`src/rtl/rf_wb_arbiter.sv`:
```
// Register-file write-port arbiter: two 1-entry writeback slots (ALU, load), age-ordered grant with RR tie-break.
// Latency: accept edge N -> wr high after edge N+1. Backpressure: sN_ready = !full || granted.
module rf_wb_arbiter #(
  parameter int AW         = 5,
  parameter int DW         = 32,
  parameter int DISCARD_R0 = 1,
  parameter int CNT_W      = 16
) (
  input  logic             clk,
  input  logic             rst_n,
  input  logic             s0_valid,
  output logic             s0_ready,
  input  logic [AW-1:0]    s0_addr,
  input  logic [DW-1:0]    s0_data,
  input  logic             s1_valid,
  output logic             s1_ready,
  input  logic [AW-1:0]    s1_addr,
  input  logic [DW-1:0]    s1_data,
  output logic             wr,
  output logic [AW-1:0]    addr3,
  output logic [DW-1:0]    data3,
  input  logic [AW-1:0]    rd_addr1,
  input  logic [AW-1:0]    rd_addr2,
  output logic             rd_pend1,
  output logic             rd_pend2,
  output logic [CNT_W-1:0] wr_cnt
);

  logic             r_full0, r_full1;
  logic [AW-1:0]    r_addr0, r_addr1;
  logic [DW-1:0]    r_data0, r_data1;
  logic             r_tie;   // both slots loaded at the same edge
  logic             r_age;   // when not a tie: 1 = slot 1 is older
  logic             r_rr;    // tie winner: 0 = port 0
  logic             r_wr;
  logic [AW-1:0]    r_addr3;
  logic [DW-1:0]    r_data3;
  logic [CNT_W-1:0] r_cnt;

  logic          w_gnt0, w_gnt1, w_acc0, w_acc1, w_nfull0, w_nfull1, w_drop;
  logic [AW-1:0] w_gaddr;
  logic [DW-1:0] w_gdata;

  assign w_gnt0   = r_full0 && (!r_full1 || (r_tie ? !r_rr : !r_age));
  assign w_gnt1   = r_full1 && !w_gnt0;
  assign s0_ready = !r_full0 || w_gnt0;
  assign s1_ready = !r_full1 || w_gnt1;
  assign w_acc0   = s0_valid && s0_ready;
  assign w_acc1   = s1_valid && s1_ready;
  assign w_nfull0 = w_acc0 || (r_full0 && !w_gnt0);
  assign w_nfull1 = w_acc1 || (r_full1 && !w_gnt1);
  assign w_gaddr  = w_gnt0 ? r_addr0 : r_addr1;
  assign w_gdata  = w_gnt0 ? r_data0 : r_data1;
  assign w_drop   = (DISCARD_R0 != 0) && (w_gaddr == '0);

  always_ff @(posedge clk or negedge rst_n) begin
    if (!rst_n) begin
      r_full0 <= 1'b0;
      r_full1 <= 1'b0;
      r_addr0 <= '0;
      r_addr1 <= '0;
      r_data0 <= '0;
      r_data1 <= '0;
      r_tie   <= 1'b0;
      r_age   <= 1'b0;
      r_rr    <= 1'b0;
      r_wr    <= 1'b0;
      r_addr3 <= '0;
      r_data3 <= '0;
      r_cnt   <= '0;
    end else begin
      r_full0 <= w_nfull0;
      r_full1 <= w_nfull1;
      if (w_acc0) begin
        r_addr0 <= s0_addr;
        r_data0 <= s0_data;
      end
      if (w_acc1) begin
        r_addr1 <= s1_addr;
        r_data1 <= s1_data;
      end
      // A slot left holding while the other loads becomes the older one.
      if (w_nfull0 && w_nfull1) begin
        if (w_acc0 && w_acc1) begin
          r_tie <= 1'b1;
        end else if (w_acc0) begin
          r_tie <= 1'b0;
          r_age <= 1'b1;
        end else if (w_acc1) begin
          r_tie <= 1'b0;
          r_age <= 1'b0;
        end
      end
      if (r_full0 && r_full1 && r_tie) begin
        r_rr <= ~r_rr;
      end
      if (w_gnt0 || w_gnt1) begin
        r_addr3 <= w_gaddr;
        r_data3 <= w_gdata;
        r_wr    <= !w_drop;
        if (!w_drop) begin
          r_cnt <= r_cnt + CNT_W'(1);
        end
      end else begin
        r_wr <= 1'b0;
      end
    end
  end

  assign wr     = r_wr;
  assign addr3  = r_addr3;
  assign data3  = r_data3;
  assign wr_cnt = r_cnt;

  assign rd_pend1 = !((DISCARD_R0 != 0) && (rd_addr1 == '0)) &&
                    ((r_full0 && (r_addr0 == rd_addr1)) ||
                     (r_full1 && (r_addr1 == rd_addr1)) ||
                     (r_wr && (r_addr3 == rd_addr1)));
  assign rd_pend2 = !((DISCARD_R0 != 0) && (rd_addr2 == '0)) &&
                    ((r_full0 && (r_addr0 == rd_addr2)) ||
                     (r_full1 && (r_addr1 == rd_addr2)) ||
                     (r_wr && (r_addr3 == rd_addr2)));

endmodule

```
`config.mk`:
```
export PLATFORM = sky130hd
export DESIGN_NAME = rf_wb_arbiter
export DESIGN_NICKNAME = d
export VERILOG_FILES = /design/src/rtl/rf_wb_arbiter.sv
export SDC_FILE = /design/constraint.sdc
export NUM_CORES = 1
export LEC_CHECK = 0
export ABC_AREA = 1
export ABC_CLOCK_PERIOD_IN_PS = 3100
export CORE_ASPECT_RATIO = 1.25
export CORE_MARGIN = 2
export CORE_UTILIZATION = 35
export CTS_CLUSTER_SIZE = 12
export DETAILED_ROUTE_END_ITERATION = 8
export MAX_ROUTING_LAYER = met4
export PLACE_DENSITY_LB_ADDON = 0.12
export SYNTH_ARGS = -nofsm -noshare
export SYNTH_HDL_FRONTEND = slang
export SYNTH_SLANG_ARGS = --single-unit
```
`constraint.sdc`:
```
create_clock -name clk -period 3.1 [get_ports clk]
set_input_delay 0.62 -clock clk [delete_from_list [all_inputs] [get_ports clk]]
set_output_delay 0.62 -clock clk [all_outputs]
set_load 0.1 [all_outputs]
```
# [Yosys cells after proc, flatten, opt, wreduce, memory -nomap -nowiden]
# Index checks and enable logic that the tools add are counted.
[totals] word_cells=76 out_inout_bits=58 in_bits=88 reg_bits=133
[op_classes] muxes=8 n_reduce_logical=45 add_sub_neg=1 eq_ne=6 n_bitwise=3
[ops] cell="32-bit 2-to-1 mux" n=1
[ops] cell="5-bit equality test" n=6
[ops] cell="1-bit logical AND" n=18
[ops] cell="16-bit by 1-bit adder with 16-bit output, second input constant" n=1
[ops] cell="5-bit logical NOT" n=3
[ops] cell="1-bit logical OR" n=10
[ops] cell="1-bit logical NOT" n=9
[ops] cell="1-bit 2-to-1 mux" n=6
[ops] cell="5-bit 2-to-1 mux" n=1
[ops] cell="2-bit AND reduction" n=2
[ops] cell="1-bit inverter" n=3
[ops] cell="3-bit AND reduction" n=1
[ops] cell="3-bit nonzero test" n=1
[ops] cell="2-bit nonzero test" n=1

# [Longest topological paths before layout]
[depth] word_depth=11 depth_mapped=13 depth_no_buf=11

# [Worst setup path after synthesis]
# Ideal clock, no wire load.
[synth_path] path_type="reg-to-reg" from="register r_full0" to="register r_age" path_slack_ps=213 period_less_slack_ps=2887 path_stages_with_launch=8 t_arrival_ps=2744 required_time_ps=2957 path_cell_list="dfrtp_1 buf_2 nand4_1 nand2_1 buf_2 ha_1 nand3_1 o21ai_0"
[synth_between] elab_cells_between_ends=19 classes_between="1 x mux; 1 x bitwise; 17 x reduce/logical"
[synth_rtl] item="from (decl)" line_no="29" rtl="logic r_full0, r_full1;"
[synth_rtl] item="from (signal assigned)" line_no="72" rtl="r_full0 <= w_nfull0;"
[synth_rtl] item="1-bit logical NOT or 1-bit logical AND (tied branches)" line_no="46, 44"
[synth_rtl] item="1-bit logical OR *" line_no="46" rtl="assign s0_ready = !r_full0 || w_gnt0;"
[synth_rtl] item="named net s0_ready" line_no="12" rtl="output logic s0_ready,"
[synth_rtl] item="1-bit logical AND *" line_no="48" rtl="assign w_acc0 = s0_valid && s0_ready;"
[synth_rtl] item="1-bit logical OR or 1-bit logical AND (tied branches)" line_no="50, 84"
[synth_rtl] item="1-bit logical AND or 1-bit inverter (tied branches)"
[synth_rtl] item="3-bit AND reduction (no source line)"
[synth_rtl] item="to (signal assigned)" line_no="65" rtl="r_age <= 1'b0;"
[synth_rtl] item="to (signal assigned)" line_no="88" rtl="r_age <= 1'b1;"
[synth_rtl] item="to (signal assigned)" line_no="91" rtl="r_age <= 1'b0;"
[synth_rtl] item="to (decl)" line_no="33" rtl="logic r_age;"
# The timed path passes the listed nets; every way through them passes the cells marked *.
# A chain may end at the register's enable or synchronous reset.

# [Worst setup path after layout]
[layout_path] from="input port rd_addr2[3]" to="output port rd_pend2"
[layout_between] elab_chain_len=5 elab_cells_between_ends=11 classes_between="3 x eq/ne; 8 x reduce/logical"
[layout_rtl] item="from (decl)" line_no="23" rtl="input logic [AW-1:0] rd_addr2,"
[layout_rtl] item="5-bit equality test (on tied branches)" line_no="120, 121"
[layout_rtl] item="1-bit logical AND (on tied branches)" line_no="120, 121"
[layout_rtl] item="1-bit logical OR" line_no="120" rtl="((r_full0 && (r_addr0 == rd_addr2)) ||"
[layout_rtl] item="1-bit logical OR" line_no="121" rtl="(r_full1 && (r_addr1 == rd_addr2)) ||"
[layout_rtl] item="1-bit logical AND *" line_no="119" rtl="assign rd_pend2 = !((DISCARD_R0 != 0) && (rd_addr2 == '0)) &&"
[layout_rtl] item="to (decl)" line_no="25" rtl="output logic rd_pend2,"
# Every way passes the cells marked *; elsewhere a longest branch is shown, timed or not.

==> results.py <==
metrics = {
    "hold_path": {
        "hold_path_class": "input pin to asynchronous set/reset pin",
    },
    "setup_path": {
        "crit_fanout": 4,
        "critical_path_class": "input pin to primary output",
        "start_kind": "input pin",
        "worstPathArrival_ns": 2.05,
        "endpoint_kind": "primary output",
        "cp.required_ns": 2.48,
    },
    "yosys": {
        "syn_area_per_cell_sq_um": 8.11,
        "yosys.area.top_type": "dfrtp_1",
        "syn_nets": 855,
        "synthTopCellsByCount": "nand2_1 (332), dfrtp_1 (133), nand3_1 (92), inv_1 (47), o21ai_0 (23)",
        "netlist_instances": 764,
        "synth_most_common_cell": "nand2_1",
        "synth_edf_count": 0,
        "yosysUniqueCellTypes": 31,
        "synth_seq_area_share_pct": 53.7,
        "postSynth.asyncResetShare_pct": 100,
        "synthFlopType": "dfrtp_1",
        "synth_top_cell_area_share_pct": 53.7,
        "ys.warnings.count": 0,
        "ys_seq_elements": 133,
        "synth_area_sq_um": 6190,
        "synth_area_leaders": "dfrtp_1 (54%), nand2_1 (20%), nand3_1 (7.4%), inv_1 (2.8%), o21ai_0 (1.9%)",
    },
    "power": {
        "ir_drop_v": 0.000793,
        "p_leak_nw": 4.16,
        "power_density_nw_per_um2": 1180,
    },
    "timing": {
        "slew_viol_final": 0,
        "slew_headroom_pct": 51.8,
        "layout_setup_ws_ns": 0.429,
        "timing.setup.tns_ns": 0,
        "period_needed_ns": 2.67,
        "skew_ns": 0.00985,
        "fmax_ghz": 0.374,
        "tightestPinTransition_ns": 0.724,
        "hold_violations": 0,
        "setup_viol": 0,
        "grt_setup_unrepaired": "false",
        "period_share_pct": 86.2,
    },
    "detailed_routing": {
        "antenna_left": 0,
        "vias": 5551,
        "routed_wl_mm": 17.8,
        "detail_route.vias_per_cell": 4.86,
        "drt_iter0_drc": 298,
        "drtPass1Iterations": 5,
        "wl_per_cell_um": 15.6,
        "drc": 0,
    },
    "clock_network": {
        "cts_resized": 0,
        "ctsHoldBuffers": 0,
        "clock_latency_ns": 0.42,
        "cts_buffers": 17,
        "cts_sinks": 133,
        "clockRootBuffer": "clkbuf_16",
        "post-cts-setup-buffer-count": 0,
        "clkTransAtPathRegs_ns": 0.06,
        "cts_htree_levels": 4,
        "cts_buffer_depth": 2,
        "cts_tree": "done",
    },
    "grt": {
        "antenna_found_initial": 0,
        "grt_overflow": 0,
        "first_global_vias": 5660,
        "grt_max_degree": 77,
        "track_usage_pct": 20.6,
        "grt_pass1_wl_mm": 29.2,
    },
    "outcome": {
        "status": "finished clean",
    },
    "layout": {
        "antenna_cells": 0,
        "drive_above_1_share_pct": 12.5,
        "area_delta_synth_final_pct": 35.3,
        "final_nets": 997,
    },
    "floorplanning": {
        "fp.dieArea_sq_um": 18800,
        "die_w_um": 123,
        "die_h_um": 153,
        "start_util_pct": 35.5,
        "num_io_pins": 146,
        "rows": 54,
        "placeableCoreArea_sq_um": 17400,
    },
    "placement": {
        "dp_slack_ns": 0.460,
        "place.gp.congestion": 0.841,
        "place_hpwl_mm": 12.0,
        "io_buffers": 145,
    },
    "flow_run": {
        "maxCapViolations": 0,
    },
}
-- final timing paths --
path / startpoint / end / slack [ns] / cells after the start
hold reg to reg: r_data0[0]$_DFFE_PN0P_ / r_data0[0]$_DFFE_PN0P_ / 0.48 / 2
max in group asynchronous: rst_n / data3[15]$_DFFE_PN0P_ / 2.07 / 2
hold / removal: rst_n / data3[31]$_DFFE_PN0P_ / 0.24 / 1
min in group clk: r_data0[0]$_DFFE_PN0P_ / r_data0[0]$_DFFE_PN0P_ / 0.48 / 2
setup / recovery: rd_addr2[3] / rd_pend2 / 0.43 / 9
setup reg to reg: r_full1$_DFF_PN0_ / r_tie$_DFFE_PN0P_ / 0.84 / 9
-- cells by family (layout without fill, tap and decap cells) --
| kind of cell | Yosys count | after routing | share of synthesized area (%) |
|---|---|---|---|
| simple gates | 470 | 470 | 31.6 |
| flops | 133 | 133 | 53.7 |
| buf+inv | 84 | 238 | 5.94 |
| compound gates | 55 | 55 | 5.39 |
| xor+xnor | 19 | 19 | 2.69 |
| fa+ha+maj | 3 | 3 | 0.606 |
-- cell usage in the layout, fill, tap and decap left out, types with 2 or more instances in the layout --
master,n
a21oi_1,8
buf_12,4
buf_4,65
bufinv_16,4
clkbuf_1,2
clkbuf_16,17
clkbuf_8,4
clkdlybuf4s50_1,86
clkinv_2,2
dfrtp_1,133
ha_1,3
inv_1,47
inv_2,2
nand2_1,332
nand2_2,7
nand3_1,92
nand4_1,2
nor2_1,18
nor3_1,14
o2111ai_1,2
o21ai_0,23
o22ai_1,15
o311ai_0,4
xnor2_1,6
xor2_1,13
-- sequential cells by signal (all words and copies together), names as in the netlist, 5 cells and up --
register,flops
r_data1,32
r_data0,32
data3,32
r_addr0,5
r_addr1,5
addr3,5
wr_cnt,16
-- cell type report --
| class | count | area [sq um] |
|---|---|---|
| inverters | 51 | 194 |
| clock inverters | 8 | 146 |
| fillers | 1777 | 9050 |
| multi-input cells | 547 | 2500 |
| well taps | 224 | 280 |
| clock buffers | 23 | 488 |
| flip-flops and latches | 133 | 3330 |
| repair buffers | 156 | 1440 |
-- through the flow --
stage                     hold WS (ns)  utilization (%)  cell area, sq um  power [mW]  instances
final                            0.238             48.1              8380        9.87       1142
after detailed placement         0.465             44.4              7750        7.78       1111
after global placement           0.463             44.4              7750        7.76       1111
after floorplan                  0.324                -              6190        6.49        764
after CTS                        0.270             48.1              8380        9.98       1142
after global routing             0.290             48.1              8380        10.4       1142
-- worst max-delay path, stage by stage --
cell	delay (ns)
clkdlybuf4s50_1	0.48
inv_1	0.15
nand2_1	0.07
a21oi_1	0.17
o2111ai_1	0.14
nand3_1	0.11
nand2_1	0.05
inv_1	0.09
buf_12	0.18
-- routing by layer --
metal | vias up | GRT usage, % | part of all wire [%]
met5 | - | - | 0
met1 | 2663 | 25.4 | 43
li1 | 2718 | - | -
met2 | 154 | 34.0 | 51
met4 | 0 | 5.84 | 1.1
met3 | 16 | 3.97 | 4.3
-- report_power, final --
part / internal [mW] / switching, mW / leakage, nW
Sequential: 2.41 / 0.530 / 1.64
Clock: 1.43 / 0.741 / 0.309
Combinational: 1.14 / 3.62 / 2.21
Total: 4.98 / 4.89 / 4.16
Power figures use the tool's default switching activity.
